**config.mk**
```make
export PLATFORM = sky130hd
export DESIGN_NAME = spu_fetch_buffer
export DESIGN_NICKNAME = d
export VERILOG_FILES = /design/src/rtl/spu_fetch_buffer.sv
export SDC_FILE = /design/constraint.sdc
export NUM_CORES = 1
export LEC_CHECK = 0
export BUFFER_PORTS_ARGS = -buffer_cell sky130_fd_sc_hd__buf_2
export CAP_MARGIN = 20
export CORE_MARGIN = 5
export CORE_UTILIZATION = 28
export CTS_CLUSTER_SIZE = 25
export DETAILED_ROUTE_END_ITERATION = 10
export GPL_ROUTABILITY_DRIVEN = 0
export GPL_TIMING_DRIVEN = 0
export SLEW_MARGIN = 20
export SYNTH_ARGS = -nofsm -noshare
export SYNTH_HDL_FRONTEND = slang
export SYNTH_SLANG_ARGS = --single-unit
```
**constraint.sdc**
```tcl
create_clock -name clk -period 5.7 [get_ports clk]
set_clock_uncertainty 0.05 [all_clocks]
set_input_delay 1.14 -clock clk [delete_from_list [all_inputs] [get_ports clk]]
set_output_delay 1.14 -clock clk [all_outputs]
set_load 0.01 [all_outputs]
```
**src/rtl/spu_fetch_buffer.sv**
```systemverilog
// -----------------------------------------------------------------------------
// spu_fetch_buffer
//
// Instruction-pair fetch buffer for an SPU-style front end. Fetches 8-byte
// aligned instruction pairs from local store, one request in flight at a time,
// and queues them in a small FIFO for decode. A taken branch flushes the FIFO
// and redirects fetch. If the branch target is the odd word of a pair, the
// first instruction of the next delivered pair is marked invalid.
//
// Parameters
//   DEPTH     FIFO entries (power of 2, >= 2)
//   LS_BYTES  local-store size in bytes; the fetch PC wraps modulo this value
//
// Ports
//   clk              sole clock, all state updates on the rising edge
//   reset            asynchronous, active-low reset
//   ls_req           local-store fetch request (registered)
//   ls_addr          8-byte-aligned fetch byte address
//   ls_gnt           request accepted this cycle
//   ls_rvalid        fetch data valid
//   ls_rdata         two instructions; the lower-address one is in [63:32]
//   branch_taken     redirect from execute (odd pipe)
//   branch_target    redirect byte address
//   pair_valid       head pair available to decode
//   pair_ready       decode accepts the head pair
//   pair_instr0      first (even-address) instruction of the head pair
//   pair_instr1      second instruction of the head pair
//   pair_pc          byte address of pair_instr0
//   pair_slot_valid  bit 0: instr0 valid, bit 1: instr1 valid
// -----------------------------------------------------------------------------
module spu_fetch_buffer #(
  parameter int DEPTH    = 4,
  parameter int LS_BYTES = 32768
) (
  input  logic        clk,
  input  logic        reset,
  output logic        ls_req,
  output logic [31:0] ls_addr,
  input  logic        ls_gnt,
  input  logic        ls_rvalid,
  input  logic [63:0] ls_rdata,
  input  logic        branch_taken,
  input  logic [31:0] branch_target,
  output logic        pair_valid,
  input  logic        pair_ready,
  output logic [31:0] pair_instr0,
  output logic [31:0] pair_instr1,
  output logic [31:0] pair_pc,
  output logic [1:0]  pair_slot_valid
);

  localparam int PTR_W = $clog2(DEPTH);
  localparam int CNT_W = $clog2(DEPTH + 1);

  localparam logic [31:0] LS_SIZE = 32'(LS_BYTES);
  localparam logic [31:0] LS_LAST = 32'(LS_BYTES - 8);
  localparam logic [CNT_W-1:0] CNT_FULL = CNT_W'(DEPTH);

  // REQ: free to issue; WAIT: response owed and wanted;
  // DISCARD: response owed but belongs to a squashed path.
  typedef enum logic [1:0] {
    S_REQ,
    S_WAIT,
    S_DISCARD
  } state_t;

  typedef struct packed {
    logic [31:0] instr0;
    logic [31:0] instr1;
    logic [31:0] pc;
    logic [1:0]  slot_valid;
  } pair_t;

  state_t             state;
  state_t             state_nxt;
  logic [31:0]        fetch_pc;
  logic [31:0]        req_pc;
  logic               first_slot_kill;
  logic [CNT_W-1:0]   count;
  logic [CNT_W-1:0]   count_nxt;
  logic [PTR_W-1:0]   wr_ptr;
  logic [PTR_W-1:0]   rd_ptr;
  pair_t              mem [DEPTH];
  pair_t              head;

  logic               gnt_ok;
  logic               enq;
  logic               deq;
  logic [31:0]        pc_inc;
  logic [31:0]        branch_pc;

  // Sequential PC step with wrap at the top of local store.
  assign pc_inc    = (fetch_pc >= LS_LAST) ? 32'd0 : fetch_pc + 32'd8;
  // Redirect address: drop the word/byte offset, then fold into local store.
  assign branch_pc = {branch_target[31:3], 3'b000} % LS_SIZE;

  // NOTE: every signal assigned in always_comb gets a default first so no
  // path can leave it unassigned and infer a latch.
  always_comb begin
    gnt_ok    = 1'b0;
    enq       = 1'b0;
    deq       = 1'b0;
    state_nxt = state;
    count_nxt = count;

    // A branch overrides grant, enqueue and dequeue in the same cycle.
    gnt_ok = (state == S_REQ) && ls_req && ls_gnt && !branch_taken;
    enq    = (state == S_WAIT) && ls_rvalid && !branch_taken;
    deq    = pair_valid && pair_ready && !branch_taken;

    case (state)
      S_REQ: begin
        if (gnt_ok) state_nxt = S_WAIT;
      end
      S_WAIT: begin
        // Data arriving together with a branch is dropped, but the response
        // is no longer owed, so go straight back to REQ.
        if (ls_rvalid)         state_nxt = S_REQ;
        else if (branch_taken) state_nxt = S_DISCARD;
      end
      S_DISCARD: begin
        if (ls_rvalid) state_nxt = S_REQ;
      end
      default: state_nxt = S_REQ;
    endcase

    if (branch_taken) count_nxt = '0;
    else              count_nxt = count + CNT_W'(enq) - CNT_W'(deq);
  end

  // NOTE: sequential state uses non-blocking assignments so every register
  // samples pre-edge values regardless of statement order.
  always_ff @(posedge clk or negedge reset) begin
    if (!reset) begin
      state           <= S_REQ;
      fetch_pc        <= '0;
      req_pc          <= '0;
      first_slot_kill <= 1'b0;
      count           <= '0;
      wr_ptr          <= '0;
      rd_ptr          <= '0;
      ls_req          <= 1'b0;
    end else begin
      state  <= state_nxt;
      count  <= count_nxt;
      // Registered request: reflects the condition of the state being entered.
      ls_req <= (state_nxt == S_REQ) && (count_nxt < CNT_FULL);

      if (branch_taken) begin
        fetch_pc        <= branch_pc;
        first_slot_kill <= branch_target[2];
        wr_ptr          <= '0;
        rd_ptr          <= '0;
      end else begin
        if (gnt_ok) begin
          req_pc   <= fetch_pc;
          fetch_pc <= pc_inc;
        end
        if (enq) begin
          wr_ptr          <= wr_ptr + 1'b1;
          first_slot_kill <= 1'b0;
        end
        if (deq) begin
          rd_ptr <= rd_ptr + 1'b1;
        end
      end
    end
  end

  // NOTE: the pair storage has no reset; an entry is only observed after it is
  // written, since occupancy gates every read of it.
  always_ff @(posedge clk) begin
    if (enq) begin
      mem[wr_ptr] <= '{
        instr0:     ls_rdata[63:32],
        instr1:     ls_rdata[31:0],
        pc:         req_pc,
        slot_valid: first_slot_kill ? 2'b10 : 2'b11
      };
    end
  end

  assign head       = mem[rd_ptr];
  assign pair_valid = (count != '0);
  assign ls_addr    = fetch_pc;

  // Outputs read as zero while empty, which also keeps them zero in reset.
  assign pair_instr0     = pair_valid ? head.instr0     : '0;
  assign pair_instr1     = pair_valid ? head.instr1     : '0;
  assign pair_pc         = pair_valid ? head.pc         : '0;
  assign pair_slot_valid = pair_valid ? head.slot_valid : '0;

endmodule

```
==> Word-level counts from Yosys, hierarchy flattened <==
Memory sizes are Yosys's and may differ from the RTL's.
Cells that the tools add are included.
{ "classes": {"add_sub_neg": 5, "mul": 0, "div": 0, "order_cmp": 2, "n_eq_ne": 2, "shift": 0, "n_mux": 22, "bitwise_logic": 1, "reduce_logical": 16} }
{ "ops": {"columns": ["operator", "n"], "rows": [
  ["$mux W32", 6],
  ["$add A32 B4 Y32 const B", 1],
  ["$ge A32 B15 Y1 const B", 1],
  ["$mux W2", 9],
  ["$logic_and A1 B1 Y1", 8],
  ["$pmux W2 S3", 1],
  ["$reduce_bool A2 Y1", 3],
  ["$mux W1", 5],
  ["$add A2 B1 Y2 const B", 2],
  ["$logic_not A2 Y1", 2],
  ["$add A3 B1 Y3", 1],
  ["$lt A3 B3 Y1 const B", 1],
  ["$mux W3", 1],
  ["$reduce_bool A3 Y1", 1],
  ["$sub A3 B1 Y3", 1],
  ["$eq A2 B1 Y1 const B", 1],
  ["$eq A2 B2 Y1 const B", 1],
  ["$reduce_and A2 Y1", 1],
  ["$logic_not A1 Y1", 1],
  ["$not A1 Y1", 1]
]} }
{ "word_totals": {"regBits": 75, "latchBits": 0, "mem_bits_rw": 388, "rom_bits": 0, "in_bits": 102, "out_inout_bits": 132, "wordCells": 57, "memories": 1} }
{ "memory_table": {"columns": ["memory", "words", "width", "read_ports", "rd_ports_with_merged_regs", "wr", "line", "source"], "rows": [
  ["mem", 4, 97, 1, 0, 1, "83", "pair_t mem [DEPTH];"]
]} }

==> Longest topological paths before layout <==
{ "depth": {"depth_word": 8, "ltp_mapped": 13, "ltp_nobuf": 12} }

==> Worst setup path before layout <==
OpenSTA, ideal clock, no wires.
{ "synth_path": {"path_type": "in2reg", "startpoint": "input branch_taken", "endpoint": "memory mem[0][0] in the netlist's numbering, enable pin", "setup_ns": 0.463, "t_arrival_ns": 3.760, "required_time_ns": 5.187, "path_slack_ns": 1.426, "cell_stages": 3, "n_path_buf": 1, "path_cell_list": "clkbuf_1 nor2_1 and2_1"} }
{ "synth_via": {"elab_chain_len": 4} }
{ "synth_lines": {"columns": ["item", "line", "source"], "rows": [
  ["from (decl)", "42", "input logic branch_taken,"],
  ["$logic_not A1 Y1", "108", "enq = (state == S_WAIT) && ls_rvalid && !branch_taken;"],
  ["$logic_and A1 B1 Y1", "108", null],
  ["$mux W1", "173", "if (enq) begin"],
  ["$mux W1", "178", "slot_valid: first_slot_kill ? 2'b10 : 2'b11"],
  ["to (decl)", "83", null]
]} }
No other way between the ends.

==> Worst setup path in the final report <==
{ "layout_path": {"startpoint": "register count[1]", "endpoint": "output pair_pc[20]"} }
{ "layout_via": {"elab_chain_len": 2} }
{ "layout_lines": {"columns": ["item", "line", "source"], "rows": [
  ["from (decl)", "79", "logic [CNT_W-1:0] count;"],
  ["from (signal assigned)", "145", "count <= count_nxt;"],
  ["$reduce_bool A3 Y1", "184", "assign pair_valid = (count != '0);"],
  ["$mux W32", "190", "assign pair_pc = pair_valid ? head.pc : '0;"],
  ["to (decl)", "48", "output logic [31:0] pair_pc,"]
]} }
No other way between the ends.

==> results.md <==
* # IOs at ~230
* Fmax at 0.223 GHz
* Critical path required time at 4.51 ns
* Min cycle time layout at 4.49 ns
* Most common cell after layout, fill and taps aside: edfxtp_1
* Post-Syn Area per Cell at 20.3 µm²
* Post-detail-place hpwl at 26400 µm
* Setup TNS Final at 0 ns
* DIE HEIGHT at 258 µm
* Crit path arrival time at 3.30 ns
* Die span in x at 258 µm
* Max-slew violation count at 0
* Vias in the first global route at 9569
* Initial antenna violation count at 3
* Relative slew slack at 42.3%
* Die area at 66800 µm²
* CP startpoint: count[1]
* Gr ovfl total at 0
* Post-place setup slack at 1.60 ns
* Worst-path maximum fanout at 10
* Pwr Total at 8970 µW
* Cts repair resizes at 0
* Iter 0 DRT Violations at 486
* Post-CTS Setup Inserts at 0
* Mapped Area at ~17000 µm²
* Sequential share of the synthesized area at 75.3%
* Count of unique library cells instantiated by Yosys at 44
* CTS buffer count at 47
* Routed Antenna Nets at 0
* CP Launch Type: flip-flop
* Clock Path Buffers at 3
* CTS root buffer: clkbuf_16
* Largest net degree at the start of global routing at 43
* Cells after synthesis at between 800 and 900
* Worst slew pin tran at 0.866 ns
* Final setup viols at 0
* RR Startpoint: count[1]
* Initial Util at 28.1%
* Row count at 91
* Placed Cells at 1862
* Nets@finish at approximately 1200
* Max-Cap Viols at 0
* CTS HTree Levels at 2
* DRT Pass-1 Iters at 4
* Worst setup path class: flip-flop to primary output
* Hold_ws at 0.459 ns
* DRT Wirelength at 40200 µm
* Clock Pin Slew Worst Setup and Hold Paths at 0.06 ns
* Tightest Hold Check Type: input port to async pin
* Most frequent cells in the layout: 376 x edfxtp_1, 221 x buf_2, 110 x and2_1
* Synth Flop Type: edfxtp_1
* Ys Warns at 0
* Status: complete, no violations
* Crit. End Element: primary output
* Core area at roughly 60000 µm²
* CTS Hold Bufs at 0
* Unrepaired setup endpoints after global routing: no
* # DRC at 0
* Vias at 8709
* CTS tree: done
* Final std cells w/o fill at approximately 2000
* Layout area overhead at 22.7%
* Port bufs at 207
* Routed vias/inst at 4.46
* Share of layout cells above drive strength 1 at 38.3%
* Async set-reset flop share out of synthesis at 15.5%
* Lkg Pwr at 0.00770 µW
* CTS Sinks at 445
* Fin. Hold Viols at 0
* Power density over cell area at 423 nW/µm²
* WL/cell at a little over 20 µm
* First-pass GRT wire length at 60500 µm
* Worst-skew pair later-pin latency at approximately 0.57 ns
* Total track usage at 11.9%
* Fin crit share at 78.8%
* Synth Register Bits at 445
* Peak VDD IR at 0.203 mV
* Post-synth EDFFs at 376
* PnR worst setup slack at 1.21 ns
## registers in the layout, summed over array words and instances, names as in the netlist
register and flops:
state 2, first_slot_kill 1, req_pc 29, mem 376, rd_ptr 2, wr_ptr 2
ls_addr 29, ls_req 1, count 3
## critical path: stages (launching register included)
cell and delay, ns:
dfrtp_1 0.38, or3_1 0.13, clkbuf_1 0.65, clkbuf_1 0.67, clkbuf_1 0.48, and2_1 0.26
buf_2 0.15
## per-stage QoR
step / instance area [µm²] / util (%)
floorplan: 17300 / -
global placement: 19300 / 31.4
detailed placement: 19600 / 31.8
CTS: 21200 / 34.5
global route: 21200 / 34.5
finish: 21200 / 34.5
## cell families (layout without fill, tap and decap cells)
family | Yosys count | count (layout) | share of synthesized area [%]
other cells | 1 | 9 | 0.0217
flops | 445 | 445 | 75.3
mux | 123 | 123 | 14.3
xor+xnor | 14 | 14 | 0.709
compound gates | 32 | 32 | 1.22
fa+ha+maj | 8 | 8 | 0.622
buf+inv | 58 | 362 | 1.80
simple gates | 170 | 170 | 6.05
## synth_stat cells, drive strengths merged (2+ instances only)
cell type	count	area share, %
a21oi	2	0.058
a22oi	12	0.52
and2	114	4.1
and3	2	0.072
buf	28	1.2
clkbuf	21	0.46
dfrtp	69	10
edfxtp	376	65
ha	7	0.51
inv	9	0.20
mux2	29	1.9
mux4	94	12
nand2	11	0.24
nand3	7	0.23
nand4	4	0.23
nor2	12	0.30
nor2b	6	0.22
nor3	5	0.21
nor4	3	0.11
o2111ai	2	0.10
o21ai	13	0.38
xnor2	8	0.41
xor2	6	0.30
## layout make-up
type	count	area, µm²
Buffer	49	278
Clock buffer	59	1250
Tap cell	790	988
Inverter	9	33.8
Sequential cell	445	13000
Antenna cell	3	7.51
Multi-Input combinational cell	353	3990
Timing Repair Buffer	216	1260
Fill cell	5862	40300
Clock inverter	29	380
## per-layer routing
layer | share of wire (%) | vias up | GRT usage (%)
li1 | - | 3903 | -
met1 | 42 | 4533 | 15.4
met2 | 50 | 222 | 20.1
met5 | 0 | - | 0
met4 | 2.0 | 0 | 2.83
met3 | 5.8 | 51 | 3.09
## report_power, final
part	total [µW]	leakage, µW	internal, µW	switching [µW]
clock	3190	0.000785	1930	1250
combinational	1990	0.00251	899	1090
sequential	3800	0.00440	3690	114
## final timing paths
path / end / slack (ns) / cells past startpoint
min in group clk: mem[1][18] / 0.46 / 0
hold reg to reg: mem[1][18] / 0.46 / 0
max in group asynchronous: rd_ptr[0] / 4.56 / 2
setup / recovery: pair_pc[20] / 1.21 / 6
setup reg to reg: ls_req / 2.01 / 13
hold / removal: req_pc[15] / 0.46 / 1
Power figures use the tool's default switching activity.
